`config.mk`:
```
export PLATFORM = sky130hd
export DESIGN_NAME = fm_sb_seq
export DESIGN_NICKNAME = d
export VERILOG_FILES = /design/src/rtl/fm_sb_seq.sv
export SDC_FILE = /design/constraint.sdc
export NUM_CORES = 1
export LEC_CHECK = 0
export CORE_AREA = 2 2 425 427
export CTS_CLUSTER_SIZE = 16
export DETAILED_ROUTE_END_ITERATION = 10
export DIE_AREA = 0 0 427 429
export GPL_TIMING_DRIVEN = 1
export HOLD_SLACK_MARGIN = 0.15
export PLACE_DENSITY = 0.38
export SYNTH_ARGS = -nofsm -noshare
export SYNTH_HDL_FRONTEND = slang
export SYNTH_SLANG_ARGS = --single-unit
```
`constraint.sdc`:
```
create_clock -name i_spy_clock -period 1.68 [get_ports i_spy_clock]
set_clock_uncertainty 0.05 [all_clocks]
set_input_delay 0.168 -clock i_spy_clock [delete_from_list [all_inputs] [get_ports i_spy_clock]]
set_output_delay 0.168 -clock i_spy_clock [all_outputs]
set_load 0.05 [all_outputs]
```
`src/rtl/fm_sb_seq.sv`:
```
// Spy buffer sequencer for one fast-monitoring RAM.
// The block has two jobs:
//   - Capture: it writes the monitored stream into the RAM, either free-running
//     or stopped by a freeze trigger plus a post-trigger word count.
//   - Playback: it reads stored words back, once or in a loop, through a
//     two-stage read pipeline (RAM output register, then output register).
module fm_sb_seq #(
  parameter int DATA_WIDTH    = 256,
  parameter int ADDR_WIDTH    = 10,
  parameter int PB_MODE_WIDTH = 2
) (
  input  logic                     i_spy_clock,
  input  logic                     i_spy_reset,
  input  logic [PB_MODE_WIDTH-1:0] i_pb_mode,
  input  logic                     i_freeze,
  input  logic                     i_freeze_trig,
  input  logic [ADDR_WIDTH-1:0]    i_post_trig_cnt,
  input  logic                     i_rearm,
  input  logic                     i_pb_start,
  input  logic [ADDR_WIDTH-1:0]    i_pb_len,
  input  logic [DATA_WIDTH-1:0]    i_in_data,
  input  logic                     i_in_vld,
  output logic                     o_mem_we,
  output logic [ADDR_WIDTH-1:0]    o_mem_waddr,
  output logic [DATA_WIDTH-1:0]    o_mem_wdata,
  output logic                     o_mem_re,
  output logic [ADDR_WIDTH-1:0]    o_mem_raddr,
  input  logic [DATA_WIDTH-1:0]    i_mem_rdata,
  output logic [DATA_WIDTH-1:0]    o_out_data,
  output logic                     o_out_vld,
  output logic [ADDR_WIDTH-1:0]    o_wr_ptr,
  output logic [ADDR_WIDTH-1:0]    o_trig_addr,
  output logic                     o_wrapped,
  output logic                     o_frozen,
  output logic                     o_pb_busy,
  output logic                     o_pb_done
);

  localparam logic [2:0] S_IDLE      = 3'd0;
  localparam logic [2:0] S_CAPTURE   = 3'd1;
  localparam logic [2:0] S_POST_TRIG = 3'd2;
  localparam logic [2:0] S_FROZEN    = 3'd3;
  localparam logic [2:0] S_PB_RUN    = 3'd4;

  localparam logic [PB_MODE_WIDTH-1:0] MODE_CAPTURE = PB_MODE_WIDTH'(2'd0);
  localparam logic [PB_MODE_WIDTH-1:0] MODE_PB_ONCE = PB_MODE_WIDTH'(2'd1);
  localparam logic [PB_MODE_WIDTH-1:0] MODE_PB_LOOP = PB_MODE_WIDTH'(2'd2);

  localparam logic [ADDR_WIDTH-1:0] ADDR_ZERO = {ADDR_WIDTH{1'b0}};
  localparam logic [ADDR_WIDTH-1:0] ADDR_ONE  = {{(ADDR_WIDTH-1){1'b0}}, 1'b1};
  localparam logic [ADDR_WIDTH-1:0] ADDR_MAX  = {ADDR_WIDTH{1'b1}};

  logic [2:0]            r_state;
  logic [ADDR_WIDTH-1:0] r_wr_ptr;
  logic [ADDR_WIDTH-1:0] r_trig_addr;
  logic [ADDR_WIDTH-1:0] r_post_cnt;
  logic                  r_wrapped;
  logic [ADDR_WIDTH-1:0] r_rd_ptr;
  logic [ADDR_WIDTH-1:0] r_pb_len;
  logic                  r_re_d1;
  logic                  r_last_d1;
  logic                  r_out_vld;
  logic [DATA_WIDTH-1:0] r_out_data;
  logic                  r_pb_done;

  logic [2:0] w_next_state;
  logic       w_mode_cap;
  logic       w_mode_pb;
  logic       w_mode_once;
  logic       w_rearm;
  logic       w_we;
  logic       w_re;
  logic       w_rd_last;
  logic       w_trig_take;
  logic       w_pb_take;

  // Decode mode, qualify control pulses and form the RAM strobes.
  always_comb begin
    w_mode_cap  = (i_pb_mode == MODE_CAPTURE);
    w_mode_once = (i_pb_mode == MODE_PB_ONCE);
    w_mode_pb   = w_mode_once || (i_pb_mode == MODE_PB_LOOP);
    // Playback cannot be disturbed by rearm; everywhere else rearm wins.
    w_rearm     = i_rearm && (r_state != S_PB_RUN);
    // Freeze suppresses the write of the very cycle it is seen.
    w_we        = ((r_state == S_CAPTURE) || (r_state == S_POST_TRIG)) &&
                  i_in_vld && !i_freeze && !w_rearm;
    w_re        = (r_state == S_PB_RUN) && w_mode_pb;
    w_rd_last   = (r_rd_ptr == r_pb_len);
    w_trig_take = (r_state == S_CAPTURE) && !w_rearm && !i_freeze &&
                  w_mode_cap && i_freeze_trig;
    w_pb_take   = (((r_state == S_IDLE) && !w_mode_cap) || (r_state == S_FROZEN)) &&
                  !w_rearm && w_mode_pb && i_pb_start;
  end

  // Next-state selection for the capture/playback sequencer.
  always_comb begin
    w_next_state = r_state;
    case (r_state)
      S_IDLE: begin
        if (w_rearm) begin
          w_next_state = w_mode_cap ? S_CAPTURE : S_IDLE;
        end else if (w_mode_cap) begin
          w_next_state = S_CAPTURE;
        end else if (w_pb_take) begin
          w_next_state = S_PB_RUN;
        end else begin
          w_next_state = S_IDLE;
        end
      end
      S_CAPTURE: begin
        if (w_rearm) begin
          w_next_state = w_mode_cap ? S_CAPTURE : S_IDLE;
        end else if (i_freeze) begin
          w_next_state = S_FROZEN;
        end else if (!w_mode_cap) begin
          w_next_state = S_IDLE;
        end else if (w_trig_take) begin
          w_next_state = (i_post_trig_cnt == ADDR_ZERO) ? S_FROZEN : S_POST_TRIG;
        end else begin
          w_next_state = S_CAPTURE;
        end
      end
      S_POST_TRIG: begin
        if (w_rearm) begin
          w_next_state = w_mode_cap ? S_CAPTURE : S_IDLE;
        end else if (i_freeze || !w_mode_cap) begin
          w_next_state = S_FROZEN;
        end else if (w_we && (r_post_cnt == ADDR_ONE)) begin
          w_next_state = S_FROZEN;
        end else begin
          w_next_state = S_POST_TRIG;
        end
      end
      S_FROZEN: begin
        if (w_rearm) begin
          w_next_state = w_mode_cap ? S_CAPTURE : S_IDLE;
        end else if (w_pb_take) begin
          w_next_state = S_PB_RUN;
        end else begin
          w_next_state = S_FROZEN;
        end
      end
      S_PB_RUN: begin
        if (!w_mode_pb) begin
          w_next_state = S_IDLE;
        end else if (w_mode_once && w_rd_last) begin
          w_next_state = S_IDLE;
        end else begin
          w_next_state = S_PB_RUN;
        end
      end
      default: begin
        w_next_state = S_IDLE;
      end
    endcase
  end

  // State register.
  always_ff @(posedge i_spy_clock) begin
    if (i_spy_reset) begin
      r_state <= S_IDLE;
    end else begin
      r_state <= w_next_state;
    end
  end

  // Write pointer and sticky wrap flag; rearm clears both.
  always_ff @(posedge i_spy_clock) begin
    if (i_spy_reset) begin
      r_wr_ptr  <= ADDR_ZERO;
      r_wrapped <= 1'b0;
    end else if (w_rearm) begin
      r_wr_ptr  <= ADDR_ZERO;
      r_wrapped <= 1'b0;
    end else if (w_we) begin
      r_wr_ptr <= r_wr_ptr + ADDR_ONE;
      if (r_wr_ptr == ADDR_MAX) begin
        r_wrapped <= 1'b1;
      end else begin
        r_wrapped <= r_wrapped;
      end
    end else begin
      r_wr_ptr  <= r_wr_ptr;
      r_wrapped <= r_wrapped;
    end
  end

  // Trigger address capture and post-trigger countdown of written words.
  always_ff @(posedge i_spy_clock) begin
    if (i_spy_reset) begin
      r_trig_addr <= ADDR_ZERO;
      r_post_cnt  <= ADDR_ZERO;
    end else if (w_trig_take) begin
      r_trig_addr <= r_wr_ptr;
      r_post_cnt  <= i_post_trig_cnt;
    end else if ((r_state == S_POST_TRIG) && w_we) begin
      r_post_cnt <= r_post_cnt - ADDR_ONE;
    end else begin
      r_post_cnt <= r_post_cnt;
    end
  end

  // Playback read pointer; the length is latched when playback starts.
  always_ff @(posedge i_spy_clock) begin
    if (i_spy_reset) begin
      r_rd_ptr <= ADDR_ZERO;
      r_pb_len <= ADDR_ZERO;
    end else if (w_pb_take) begin
      r_rd_ptr <= ADDR_ZERO;
      r_pb_len <= i_pb_len;
    end else if (w_re) begin
      r_rd_ptr <= w_rd_last ? ADDR_ZERO : (r_rd_ptr + ADDR_ONE);
    end else begin
      r_rd_ptr <= r_rd_ptr;
    end
  end

  // Read pipeline: RAM data lands one cycle after mem_re, then is registered out.
  always_ff @(posedge i_spy_clock) begin
    if (i_spy_reset) begin
      r_re_d1    <= 1'b0;
      r_last_d1  <= 1'b0;
      r_out_vld  <= 1'b0;
      r_out_data <= {DATA_WIDTH{1'b0}};
      r_pb_done  <= 1'b0;
    end else begin
      r_re_d1   <= w_re;
      r_last_d1 <= w_re && w_mode_once && w_rd_last;
      r_out_vld <= r_re_d1;
      r_pb_done <= r_last_d1;
      if (r_re_d1) begin
        r_out_data <= i_mem_rdata;
      end else begin
        r_out_data <= r_out_data;
      end
    end
  end

  assign o_mem_we    = w_we;
  assign o_mem_waddr = r_wr_ptr;
  assign o_mem_wdata = w_we ? i_in_data : {DATA_WIDTH{1'b0}};
  assign o_mem_re    = w_re;
  assign o_mem_raddr = r_rd_ptr;
  assign o_out_data  = r_out_data;
  assign o_out_vld   = r_out_vld;
  assign o_wr_ptr    = r_wr_ptr;
  assign o_trig_addr = r_trig_addr;
  assign o_wrapped   = r_wrapped;
  assign o_frozen    = (r_state == S_FROZEN);
  assign o_pb_busy   = w_re || r_re_d1 || r_out_vld;
  assign o_pb_done   = r_pb_done;

endmodule

```
==> impl_metrics.py <==
metrics = {
    "clocking": {
        "clock-sinks": 314,
        "clkTransAtPathRegs_ns": 0.06,
        "cts_root_buf": "clkbuf_16",
        "clkLatencyLatePin_ns": 0.60,
        "htreeDepth": 2,
        "ctsLongestPathBuffers": 3,
        "cts_buffers": 43,
        "cts_tree": "yes",
    },
    "critical_path": {
        "end_kind": "output pin",
        "cp-start-kind": "register",
        "path_class": "reg -> out",
        "reg2reg_to": "r_post_cnt[7]",
        "critPathMaxFanout": 24,
        "worstPathArrival_ns": 2.22,
        "reg2reg_slack_ns": -0.25,
        "crit-reg2reg-launch": "r_state[2]",
        "cp.required_ns": 1.46,
        "ff2ff_path_depth": 9,
    },
    "timing": {
        "slew_viol_final": 0,
        "clock.fmax_mhz": 410.4,
        "setup_viol": 311,
        "min_period_ns": 2.436,
        "final_hold_viol_count": 0,
        "fin_crit_sh": 1.450,
        "finalSetupTns_ns": -178.53,
        "rsz0062_at_grt": "true",
        "fin_ws_ns": -0.7564,
        "relSlewSlack": 0.6434,
        "tightest_slew_ns": 0.5300,
    },
    "place": {
        "placed_area_um2": 31190,
        "port_buffers": 1099,
        "gp_congestion": 0.9649,
        "dp_hpwl_mm": 133.6,
        "dp_slack_ns": -0.6982,
    },
    "route": {
        "vias": 17320,
        "drc": 0,
        "dr.pass1.iters": 5,
        "vias_per_cell": 3.256,
        "drt_iter0_drc": 765,
        "wl_per_cell_um": 29.65,
        "drtAntennaViolNets": 0,
        "routed_wl_mm": 157.8,
    },
    "min_path": {
        "min_from": "i_mem_rdata[218]",
        "worst_hold_path.endpoint": "o_out_data[218]",
        "holdPathStages": 3,
        "hold_class": "in -> reg",
    },
    "finish": {
        "areaGrowthSynthToFinish_pct": 170.1,
        "nets": 3472,
        "drive_gt1_frac": 0.3796,
        "final_core_util": 0.2075,
        "stdcell_area_um2": 36940,
    },
    "synthesis": {
        "synth_common_cells": "dfxtp_1 (314), nor2_1 (304), mux2i_1 (267)",
        "ys_seq_area_frac": 0.4597,
        "netlist_instances": 1498,
        "synth_area_per_cell_um2": 9.128,
        "synth-seq-cells": 314,
        "ys_top_cells_by_area": "dfxtp_1 (46%), mux2i_1 (20%), and3_1 (12%), nor2_1 (8.3%), clkbuf_1 (2.4%)",
        "synth_edf_count": 0,
        "synthFlopType": "dfxtp_1",
        "ys_types": 46,
        "syn_area_um2": 13670,
        "yosys_warnings": 0,
        "yosysMostFrequentCell": "dfxtp_1",
        "synthArstFlopShare": 0,
        "synth_area_leader_cell": "dfxtp_1",
        "synth_fp_nets": 2046,
        "synth_top_cell_area_share": 0.4597,
    },
    "die": {
        "rows": 155,
        "die_h_um": 429,
        "io_pins": 1100,
        "start_util": 0.07681,
        "design.core.area_um2": 178000,
        "die_area_um2": 183200,
        "chipWidth_um": 427,
    },
    "grt": {
        "grt_use_total": 0.1619,
        "grt_pass1_vias": 17330,
        "grt_antenna_before_repair": 90,
        "grt_overflow": 0,
        "grt_max_degree": 86,
        "grt_first_pass_wirelength_mm": 193.1,
    },
    "pwr": {
        "cellLeakagePower_nw": 14.05,
        "ir_drop_mv": 0.5500,
        "pwr_density_cell_nw_per_um2": 582.4,
    },
    "status": {
        "status": "complete, but fails checks",
        "violations": "setup timing",
    },
    "flow_run": {
        "cap_viol_max_count": 0,
    },
}
==> how the worst max path moves through the flow <==
stage                            start          endpoint  depth (start not counted)  slack [ns]
after global routing        r_state[2]   o_mem_wdata[58]                          5       -0.86
after detailed placement  i_pb_mode[1]         o_pb_busy                          8       -0.70
after CTS                   r_state[2]   o_mem_wdata[58]                          5       -0.88
final                       r_state[2]    o_mem_wdata[6]                          6       -0.76
after floorplan             r_state[2]  o_mem_wdata[100]                          5       -0.09
after global placement    i_pb_mode[1]         o_pb_busy                          8       -0.75
==> layout make-up <==
| type | count | area, um2 |
|---|---|---|
| Antenna cell | 10 | 25.02 |
| Clock buffer | 55 | 1171 |
| Clock inverter | 22 | 212.7 |
| Fill cell | 19440 | 141100 |
| Inverter | 11 | 47.55 |
| Multi-Input combinational cell | 1030 | 7943 |
| Sequential cell | 314 | 6325 |
| Tap cell | 2355 | 2947 |
| Timing Repair Buffer | 1524 | 18270 |
==> state kept, by name (all words and copies together), names as in the netlist <==
name,cells
o_trig_addr,10
r_re_d1,1
o_out_vld,1
r_state,3
r_post_cnt,10
o_mem_waddr,10
o_mem_raddr,10
o_wrapped,1
o_pb_done,1
r_pb_len,10
r_last_d1,1
o_out_data,256
==> where the power goes <==
group | internal [W] | total, W | switching [W]
combinational | 0.00253 | 0.00452 | 0.00200
sequential | 0.00749 | 0.00754 | 0.0000482
clock | 0.00527 | 0.00945 | 0.00417
==> cells by family (layout without fill, tap and decap cells) <==
family,count (synthesis),after routing,synth area share
AOI/OAI and AO/OA,58,58,0.02617
xor gates and xnor gates,23,23,0.01528
adders and majority gates,7,7,0.006405
buffers and inverters,154,1612,0.04895
DFF,314,314,0.4597
muxes,267,267,0.1954
other,0,10,0
and+or+nand+nor,675,675,0.2481
==> placed cells by master (no fill, tap or decap), types with 8 or more instances in the layout <==
cell type,n
clkdlybuf4s50_1,537
buf_4,359
buf_12,335
nor2_1,302
dfxtp_1,301
mux2i_1,267
dlygate4sd3_1,234
and3_4,202
clkbuf_16,64
and3_2,54
nand2_1,38
a21oi_1,20
nand3_1,16
buf_6,14
buf_8,13
clkinv_2,12
xor2_1,11
diode_2,10
o21ai_0,10
xnor2_1,10
inv_1,9
buf_16,9
dfxtp_4,9
nand4_1,8
nor4_1,8
a31oi_1,8
==> worst max-delay path, stage by stage, from the launching register on <==
cell     delay [ns]
dfxtp_4        0.36
nor4b_4        0.29
buf_6          0.20
buf_12         0.17
buf_16         0.18
and3_4         0.23
buf_12         0.14
==> repair_timing <==
action                                  4_1_cts  5_1_grt
hold endpoints to repair                    265        1
buffers inserted                              6       22
endpoints found under the setup margin      300      323
gates cloned                                  5       32
resized for setup                            45      217
pin swaps                                    11      111
hold buffers                                233        1
==> metrics by stage <==
stage / hold slack, ns / instances / power (W)
global placement: 0.3396 / 4938 / 0.01116
floorplan: 0.2540 / 1498 / 0.008686
detailed placement: 0.3403 / 4938 / 0.01113
CTS: 0.1502 / 5259 / 0.02166
global route: 0.1777 / 5316 / 0.02240
finish: 0.1982 / 5321 / 0.02151
==> metal layers <==
metal | global-route usage | vias up | share of wire
met4 | 0.02823 | 22 | 0.023
met1 | 0.1779 | 8338 | 0.38
met3 | 0.06961 | 239 | 0.095
li1 | - | 8009 | -
met5 | 0 | - | 0.00077
met2 | 0.2890 | 716 | 0.50
Note: power is estimated with default switching activity, not from simulation.
